==> src/rtl/game_ctrl.sv <==
// Top-level game FSM: frame-sampled bird/pipe/ground collision, BCD score and high score.
// Optional HISCORE_EN: when defined, tracks the high score; otherwise high_score_bcd is tied to zero.
module game_ctrl #(
  parameter int BIRD_X       = 300,
  parameter int BIRD_SIZE    = 32,
  parameter int PIPE_W       = 80,
  parameter int PIPE_GAP_H   = 200,
  parameter int GROUND_Y     = 700,
  parameter int DEATH_FRAMES = 60
) (
  input  logic        clk,
  input  logic        rst,
  input  logic        frame_en,
  input  logic        flap,
  input  logic [11:0] bird_y,
  input  logic [11:0] pipe1_x,
  input  logic [11:0] pipe1_gap_y,
  input  logic [11:0] pipe2_x,
  input  logic [11:0] pipe2_gap_y,
  input  logic        score_pulse,
  output logic [1:0]  state,
  output logic        game_active,
  output logic        collision,
  output logic [11:0] score_bcd,
  output logic [11:0] high_score_bcd
);

  typedef enum logic [1:0] {
    S_IDLE  = 2'd0,
    S_PLAY  = 2'd1,
    S_DYING = 2'd2,
    S_OVER  = 2'd3
  } state_t;

  localparam int CNT_W = $clog2(DEATH_FRAMES + 1);
  localparam logic [CNT_W-1:0] CNT_LAST = CNT_W'(DEATH_FRAMES - 1);
  localparam logic [12:0] BIRD_L    = 13'(BIRD_X);
  localparam logic [12:0] BIRD_R    = 13'(BIRD_X + BIRD_SIZE);
  localparam logic [12:0] BIRD_H    = 13'(BIRD_SIZE);
  localparam logic [12:0] PIPE_W13  = 13'(PIPE_W);
  localparam logic [12:0] GAP_HALF  = 13'(PIPE_GAP_H / 2);
  localparam logic [12:0] GROUND13  = 13'(GROUND_Y);

  state_t           state_q, state_d;
  logic [CNT_W-1:0] death_cnt_q, death_cnt_d;
  logic             collision_q, collision_d;
  logic             game_active_q, game_active_d;
  logic [11:0]      score_q, score_d;
  logic             hit;

  // All terms widened to 13 bits so sums and the clamped gap bottom never wrap.
  function automatic logic pipe_hit(input logic [11:0] px, input logic [11:0] gy,
                                    input logic [11:0] by);
    logic [12:0] px13, gy13, by13, gap_lo;
    logic        x_ovl, in_gap;
    px13   = {1'b0, px};
    gy13   = {1'b0, gy};
    by13   = {1'b0, by};
    gap_lo = (gy13 < GAP_HALF) ? 13'd0 : gy13 - GAP_HALF;
    x_ovl  = (px13 < BIRD_R) && (px13 + PIPE_W13 > BIRD_L);
    in_gap = (by13 >= gap_lo) && (by13 + BIRD_H <= gy13 + GAP_HALF);
    return x_ovl && !in_gap;
  endfunction

  function automatic logic [11:0] bcd_inc(input logic [11:0] v);
    logic [3:0] d0, d1, d2;
    d2 = v[11:8];
    d1 = v[7:4];
    d0 = v[3:0];
    if (v == 12'h999) return v;
    if (d0 == 4'd9) begin
      d0 = 4'd0;
      if (d1 == 4'd9) begin
        d1 = 4'd0;
        d2 = d2 + 4'd1;
      end else begin
        d1 = d1 + 4'd1;
      end
    end else begin
      d0 = d0 + 4'd1;
    end
    return {d2, d1, d0};
  endfunction

  always_comb begin
    hit = pipe_hit(pipe1_x, pipe1_gap_y, bird_y)
        | pipe_hit(pipe2_x, pipe2_gap_y, bird_y)
        | (({1'b0, bird_y} + BIRD_H) >= GROUND13)
        | bird_y[11];
  end

  always_comb begin
    state_d     = state_q;
    death_cnt_d = death_cnt_q;
    collision_d = collision_q;
    score_d     = score_q;
    unique case (state_q)
      S_IDLE: begin
        if (flap) begin
          state_d     = S_PLAY;
          score_d     = 12'h000;
          collision_d = 1'b0;
        end
      end
      S_PLAY: begin
        // Score still counts on the edge that leaves PLAY.
        if (score_pulse) score_d = bcd_inc(score_q);
        if (frame_en && hit) begin
          state_d     = S_DYING;
          collision_d = 1'b1;
          death_cnt_d = '0;
        end
      end
      S_DYING: begin
        if (frame_en) begin
          death_cnt_d = death_cnt_q + 1'b1;
          if (death_cnt_q == CNT_LAST) state_d = S_OVER;
        end
      end
      S_OVER: begin
        if (flap) state_d = S_IDLE;
      end
      default: state_d = S_IDLE;
    endcase
    game_active_d = (state_d == S_PLAY);
  end

  always_ff @(posedge clk or posedge rst) begin
    if (rst) begin
      state_q       <= S_IDLE;
      death_cnt_q   <= '0;
      collision_q   <= 1'b0;
      game_active_q <= 1'b0;
      score_q       <= 12'h000;
    end else begin
      state_q       <= state_d;
      death_cnt_q   <= death_cnt_d;
      collision_q   <= collision_d;
      game_active_q <= game_active_d;
      score_q       <= score_d;
    end
  end

`ifdef HISCORE_EN
  logic [11:0] high_q, high_d;

  // Plain binary compare orders packed BCD correctly.
  always_comb begin
    high_d = high_q;
    if (state_q == S_DYING && state_d == S_OVER && score_q > high_q) high_d = score_q;
  end

  always_ff @(posedge clk or posedge rst) begin
    if (rst) high_q <= 12'h000;
    else     high_q <= high_d;
  end

  assign high_score_bcd = high_q;
`else
  assign high_score_bcd = 12'h000;
`endif

  assign state       = state_q;
  assign game_active = game_active_q;
  assign collision   = collision_q;
  assign score_bcd   = score_q;

endmodule
==> config.mk <==
export PLATFORM = sky130hd
export DESIGN_NAME = game_ctrl
export DESIGN_NICKNAME = d
export VERILOG_FILES = /design/src/rtl/game_ctrl.sv
export SDC_FILE = /design/constraint.sdc
export NUM_CORES = 1
export LEC_CHECK = 0
export CORE_UTILIZATION = 46
export CTS_BUF_LIST = sky130_fd_sc_hd__clkbuf_4 sky130_fd_sc_hd__clkbuf_8 sky130_fd_sc_hd__clkbuf_16
export CTS_CLUSTER_DIAMETER = 80
export DETAILED_ROUTE_END_ITERATION = 6
export PLACE_DENSITY_LB_ADDON = 0.2
export SYNTH_ARGS = -nofsm -noshare
export SYNTH_HDL_FRONTEND = slang
export SYNTH_SLANG_ARGS = --single-unit
==> constraint.sdc <==
create_clock -name clk -period 2 [get_ports clk]
set_clock_uncertainty 0.05 [all_clocks]
set_input_delay 0.2 -clock clk [delete_from_list [all_inputs] [get_ports clk]]
set_output_delay 0.2 -clock clk [all_outputs]
set_load 0.005 [all_outputs]
==> results of run 1 <==
[final timing paths]
kind	startpoint	end	slack [ns]	cells after the start
worst min register to register	score_bcd[3]	score_bcd[3]	0.50	2
worst max register to register	score_bcd[5]	score_bcd[10]	0.10	10
min in group clk	score_bcd[3]	score_bcd[3]	0.50	2
worst min-delay path	rst	score_bcd[2]	0.24	3
max in group asynchronous	rst	death_cnt_q[0]	1.44	3
worst max-delay path	pipe2_gap_y[10]	collision	-0.86	12
[where the power goes]
| group | total [mW] | switching, mW | internal (mW) |
|---|---|---|---|
| clock | 0.265 | 0.131 | 0.134 |
| combinational | 2.01 | 0.931 | 1.08 |
| sequential | 0.705 | 0.131 | 0.574 |
[critical path, cell delays in order]
cell       delay [ns]
buf_6            0.09
or3_4            0.38
or4_4            0.48
nand2_4          0.09
ha_4             0.21
a2111oi_4        0.31
o21ai_2          0.14
a2111oi_4        0.39
a211oi_2         0.09
a2bb2oi_2        0.16
a31oi_4          0.28
nand2b_4         0.17
[registers in the layout, summed over array words and instances (netlist names)]
register,count
state,2
score_bcd,12
game_active,1
collision,1
death_cnt_q,6
[placed cells by master (no fill, tap or decap), types with 7 or more instances in the layout]
cell             instances
inv_1                   23
clkdlybuf4s50_1         58
nor3_1                  15
nand3_1                 22
xnor2_1                 21
dlygate4sd2_1           11
a21oi_1                 25
ha_1                    61
nor2_1                  29
nand2_1                 52
buf_4                  117
dfrtp_1                 22
buf_6                   10
conb_1                  12
nand4_1                  7
xor2_1                  16
o21ai_0                 19
[per-stage QoR]
step,setup WS [ns],util [%],total power [mW],hold slack (ns)
global route,-0.988,78.0,3.23,0.270
detailed placement,-1.64,71.6,2.53,0.461
global placement,-1.58,71.6,2.45,0.453
CTS,-0.944,75.3,2.88,0.248
finish,-0.858,78.0,2.98,0.236
floorplan,-1.00,-,1.66,0.139
[per-layer routing]
metal / up-vias / track usage (%)
met5: - / 0
met4: 0 / 7.93
met3: 27 / 1.78
met2: 108 / 49.3
met1: 1893 / 28.3
li1: 2033 / -
[layout make-up]
| class | instances | area, µm² |
|---|---|---|
| Sequential cell | 22 | 551 |
| Inverter | 26 | 97.6 |
| Multi-Input combinational cell | 403 | 3200 |
| Timing Repair Buffer | 204 | 1740 |
| Clock buffer | 3 | 41.3 |
| Fill cell | 518 | 1620 |
| Tap cell | 99 | 124 |
[synth_stat cells (5+ instances only)]
library cell and instances:
xnor2_1 22, nand2_1 56, or3_1 6, nand3_1 23, o21ai_0 25, o31ai_1 5
nor3_1 18, nor2_1 34, a21oi_1 30, and2_1 5, clkbuf_1 11, ha_1 69
nand2b_1 8, buf_4 12, dfrtp_1 22, xor2_1 16, nand3b_1 5, a211oi_1 5
inv_1 26, nand4_1 7
[repair_timing]
| item | CTS | global route |
|---|---|---|
| gates cloned | 0 | 0 |
| endpoints found under the setup margin | 11 | 14 |
| pin swaps | 38 | 32 |
| hold buffers | 0 | 0 |
| endpoints found under the hold margin | 0 | 0 |
| setup buffers | 9 | 8 |
| resized for setup | 82 | 40 |
[cells by family after synthesis]
group | synth area share (%)
and+or+nand+nor | 26.0
AOI/OAI and AO/OA | 17.1
adders and majority gates | 24.3
buffers and inverters | 6.76
xor gates and xnor gates | 9.36
DFF | 15.5
muxes | 0.880
other | 0.105
==> flow_summary_export.csv, run 1 <==
group,metric,value,unit
route,vias_per_cell,5.36,
flow_run,drv_cap,0,
floorplanning,die_w,89.9,µm
route,drt_iter0_markers,133,
cells_and_area,final_nets,794,
setup_path,worstPathMaxFanout,8,
synthesis,async_flop_share,100,%
floorplanning,design.core.area,0.00737,mm²
synthesis,synth.area.top_cells,"ha_1, dfrtp_1, nand2_1",
synthesis,synth.avg_cell_area,7.66,µm²
placement,io_buffers,80,
global_route,grt_max_degree,23,
floorplanning,pin_count,93,
setup_path,cp_data_required_time,2.14,ns
route,wl_met3,332,µm
run_status,violations,"setup timing",
route,m1WireLength,4330,µm
floorplanning,start_util,48.2,%
floorplanning,rows,31,
route,first_pass_iters,4,
synthesis,ys_types,54,
synthesis,synth_ff_type,"dfrtp_1",
placement,placed_area,0.00528,mm²
pwr,p_per_area,518,mW/mm²
cells_and_area,stdcell_count,757,
synthesis,synth-seq-area-share,15.5,%
route,wl,10500,µm
synthesis,ys_seq_elements,22,
route,drc,0,
global_route,first_global_vias,4068,
cts,numCtsBuffers,3,
global_route,antenna_found_initial,0,
cts,clk_pin_slew,0.07,ns
route,highest_layer,"met4",
synthesis,yosys.area.top_type,"ha_1",
floorplanning,die_h,89.9,µm
sta,fin_crit,2.86,ns
cells_and_area,fin_area,0.00575,mm²
cts,clockRootBuffer,"clkbuf_8",
global_route,gr-total-overflow,0,
placement,dpl.hpwl,8290,µm
setup_path,crit_path_start_kind,"input port",
sta,hold_viol_final,0,
placement,gp_congestion,0.842,
cells_and_area,num_antenna_cells,0,
synthesis,syn-cell-area,0.00355,mm²
route,met2_wirelength,5590,µm
route,wl_per_cell,13.9,µm
sta,drv_slew,0,
sta,setup_tns,-8.16,ns
sta,finalCritPeriodShare,143,%
cts,cts.sinks,22,
global_route,grt.total_usage,25.0,%
pwr,static-leakage-power,2.72,nW
setup_path,cp.arrival,3.00,ns
run_status,status,"finished, violations left",
sta,rsz0062_at_grt,"yes",
route,antenna_left,0,
sta,setup_viol,10,
pwr,ir_worst_vdd,0.000350,V
hold_path,hp-class,"input port to asynchronous set/reset pin",
route,num_vias,4061,
cts,cts_tree,"built",
cts,htreeDepth,1,
sta,fmax,0.350,GHz
global_route,grt_pass1_wl,17100,µm
cells_and_area,layout-drive-gt1-share,30.7,%
sta,fin_ws,-0.858,ns
cts,clock_latency,0.26,ns
cts,clk_path_buf_depth,2,
setup_path,critPathCaptureType,"flip-flop",
synthesis,synth_edf_count,0,
synthesis,syn_inst,464,
setup_path,worstSetupPathType,"input port to flip-flop",
synthesis,synth_warnings,0,
synthesis,synth_top_cell_area_share,24.3,%
placement,dpl.cell_count,737,
floorplanning,dieArea,0.00808,mm²
cells_and_area,syn_to_final_growth,61.7,%
Power figures use the tool's default switching activity.
==> run 2: changes to the inputs <==
- SLEW_MARGIN: unset -> 30
==> results of run 2 <==
No change in the layout: final DEF, timing and power equal those of run 1.
==> run 3: changes to the inputs <==
- CORE_UTILIZATION: 46 -> 55
- clock period: 2 -> 3.45 ns (I/O delays scaled with it)
==> flow_summary_export.csv, run 3 (synthesized netlist as in run 1, its figures left out) <==
group,metric,value,unit
run_status,status,"complete, no violations",
route,num_vias,3816,
cells_and_area,syn_to_final_growth,37.3,%
sta,worst_pin_slew,0.826,ns
setup_path,r2r_cells,8,
floorplanning,rows,28,
placement,placed_area,0.00472,mm²
setup_path,worstPathMaxFanout,8,
pwr,p_per_area,306,mW/mm²
route,wl,9570,µm
sta,fin_crit,3.40,ns
floorplanning,die_w,82.4,µm
setup_path,r2r-end,"score_bcd[11]",
route,m1WireLength,3830,µm
placement,dp_slack,-0.608,ns
sta,setup_tns,0,ns
setup_path,cp_data_required_time,3.59,ns
cells_and_area,fin_area,0.00488,mm²
global_route,grt.total_usage,28.6,%
setup_path,worstSetupPathType,"input port to flip-flop",
cts,clock_latency,0.26,ns
cells_and_area,nFillCells,423,
sta,fmax,0.294,GHz
global_route,grt_max_degree,23,
pwr,p_int,0.874,mW
cells_and_area,final_common_cell,"clkdlybuf4s50_1",
sta,setup_viol,0,
pwr,ir_worst_vdd,0.000483,V
cts,postCtsHoldBufs,0,
floorplanning,dieArea,0.00679,mm²
route,wl_met3,429,µm
sta,finalCritPeriodShare,98.5,%
route,antenna_left,0,
route,highest_layer,"met4",
placement,io_buffers,80,
cts,cts_tree,"built",
pwr,pwr-share-seq,29.0,%
cells_and_area,num_antenna_cells,0,
route,first_pass_iters,7,
pwr,power.share.combinational,60.6,%
setup_path,crit_path_start_kind,"input port",
floorplanning,design.core.area,0.00606,mm²
route,vias_per_cell,5.76,
floorplanning,pin_count,93,
hold_path,hp-class,"input port to asynchronous set/reset pin",
cells_and_area,final_cell_mix,"clkdlybuf4s50_1, ha_1, nand2_1",
cells_and_area,largest_reg_flops,12,
floorplanning,start_util,58.6,%
sta,hold_slack,0.497,ns
global_route,antenna_found_initial,0,
cells_and_area,stdcell_count,662,
setup_path,cp.arrival,3.54,ns
pwr,pwr-share-clk,10.4,%
cts,clk_path_buf_depth,2,
route,met2_wirelength,4950,µm
setup_path,r2r_setup_slack,1.15,ns
global_route,first_global_vias,3779,
sta,fin_ws,0.0511,ns
sta,slew_headroom,44.9,%
setup_path,endpoint,"collision",
cells_and_area,layout-drive-gt1-share,13.8,%
sta,hold_viol_final,0,
global_route,gr-total-overflow,0,
floorplanning,die_h,82.4,µm
cts,clockRootBuffer,"clkbuf_8",
cts,numCtsBuffers,3,
setup_path,rr_startpoint,"score_bcd[0]",
placement,dpl.cell_count,656,
cts,htreeDepth,1,
cells_and_area,final_nets,723,
sta,drv_slew,0,
route,drc,0,
pwr,switching_power,0.619,mW
route,drt_iter0_markers,90,
setup_path,critPathCaptureType,"flip-flop",
placement,dpl.hpwl,7770,µm
flow_run,drv_cap,0,
route,wl_per_cell,14.5,µm
setup_path,worstSetupStartpoint,"pipe2_gap_y[10]",
placement,gp_congestion,0.925,
pwr,switching_share,41.5,%
cts,cts.sinks,22,
global_route,grt_pass1_wl,15200,µm
cts,clk_pin_slew,0.08,ns
pwr,static-leakage-power,2.27,nW
run 3: cell count changes in the layout (fill, tap and decap cells not counted), moves of 5 or more:
cell,before,now
buf_4,117,52
nor2_1,29,34
buf_6,10,1
o21ai_0,19,24
ha_1,61,69
ha_4,5,0
dlygate4sd2_1,11,3
clkdlybuf4s50_1,58,75
run 3: worst min-delay path by stage:
stage | depth (start not counted) | startpoint | end
after CTS | 2 | collision | collision
after global placement | 2 | collision | collision
after floorplan | 1 | rst | collision
final | 2 | rst | state[0]
after global routing | 1 | score_bcd[2] | score_bcd[2]
after detailed placement | 2 | collision | collision
run 3: final cells by class:
cell class	instances	area, µm²	share of cell area, %
flip-flops and latches	22	551	11.3
well taps	75	93.8	1.92
inverters	26	97.6	2.00
multi-input cells	403	2890	59.3
repair buffers	133	1200	24.7
clock buffers	3	41.3	0.846
run 3: power groups by stage:
stage / logic [mW] / clock network, mW / registers [mW]
2_1_floorplan: 0.500 / 0 / 0.415
3_3_place_gp: 0.811 / 0 / 0.433
3_5_place_dp: 0.856 / 0 / 0.436
4_1_cts: 0.877 / 0.159 / 0.432
5_1_grt: 1.01 / 0.168 / 0.447
6_report: 0.904 / 0.156 / 0.433
run 3: what timing repair did:
action,4_1_cts,5_1_grt
pin swaps,10,5
buffers inserted,3,0
hold endpoints to repair,0,0
endpoints found under the setup margin,10,10
resized for setup,16,13
gates cloned,0,0
run 3: metrics by stage:
step	utilization (%)	power (mW)
6_report	80.5	1.49
5_1_grt	80.5	1.62
4_1_cts	79.7	1.47
3_5_place_dp	77.9	1.29
3_3_place_gp	77.9	1.24
2_1_floorplan	-	0.915
run 3: worst max-delay path, cell delays in order:
cell and delay (ns):
dlygate4sd2_1 0.24, or3_4 0.38, or4_4 0.56, buf_6 0.14, buf_4 0.12, nand2_1 0.06, ha_1 0.22, o211ai_1 0.21
o21ai_1 0.13, a2111oi_2 0.35, a211oi_2 0.10, a2bb2oi_2 0.16, a31oi_4 0.32, nand2b_4 0.18
run 3: metal layers:
metal  GRT usage [%]  up-vias
li1                -     1891
met1            28.8     1763
met2            57.9      124
met3            2.75       38
met4            13.0        0
met5               0        -
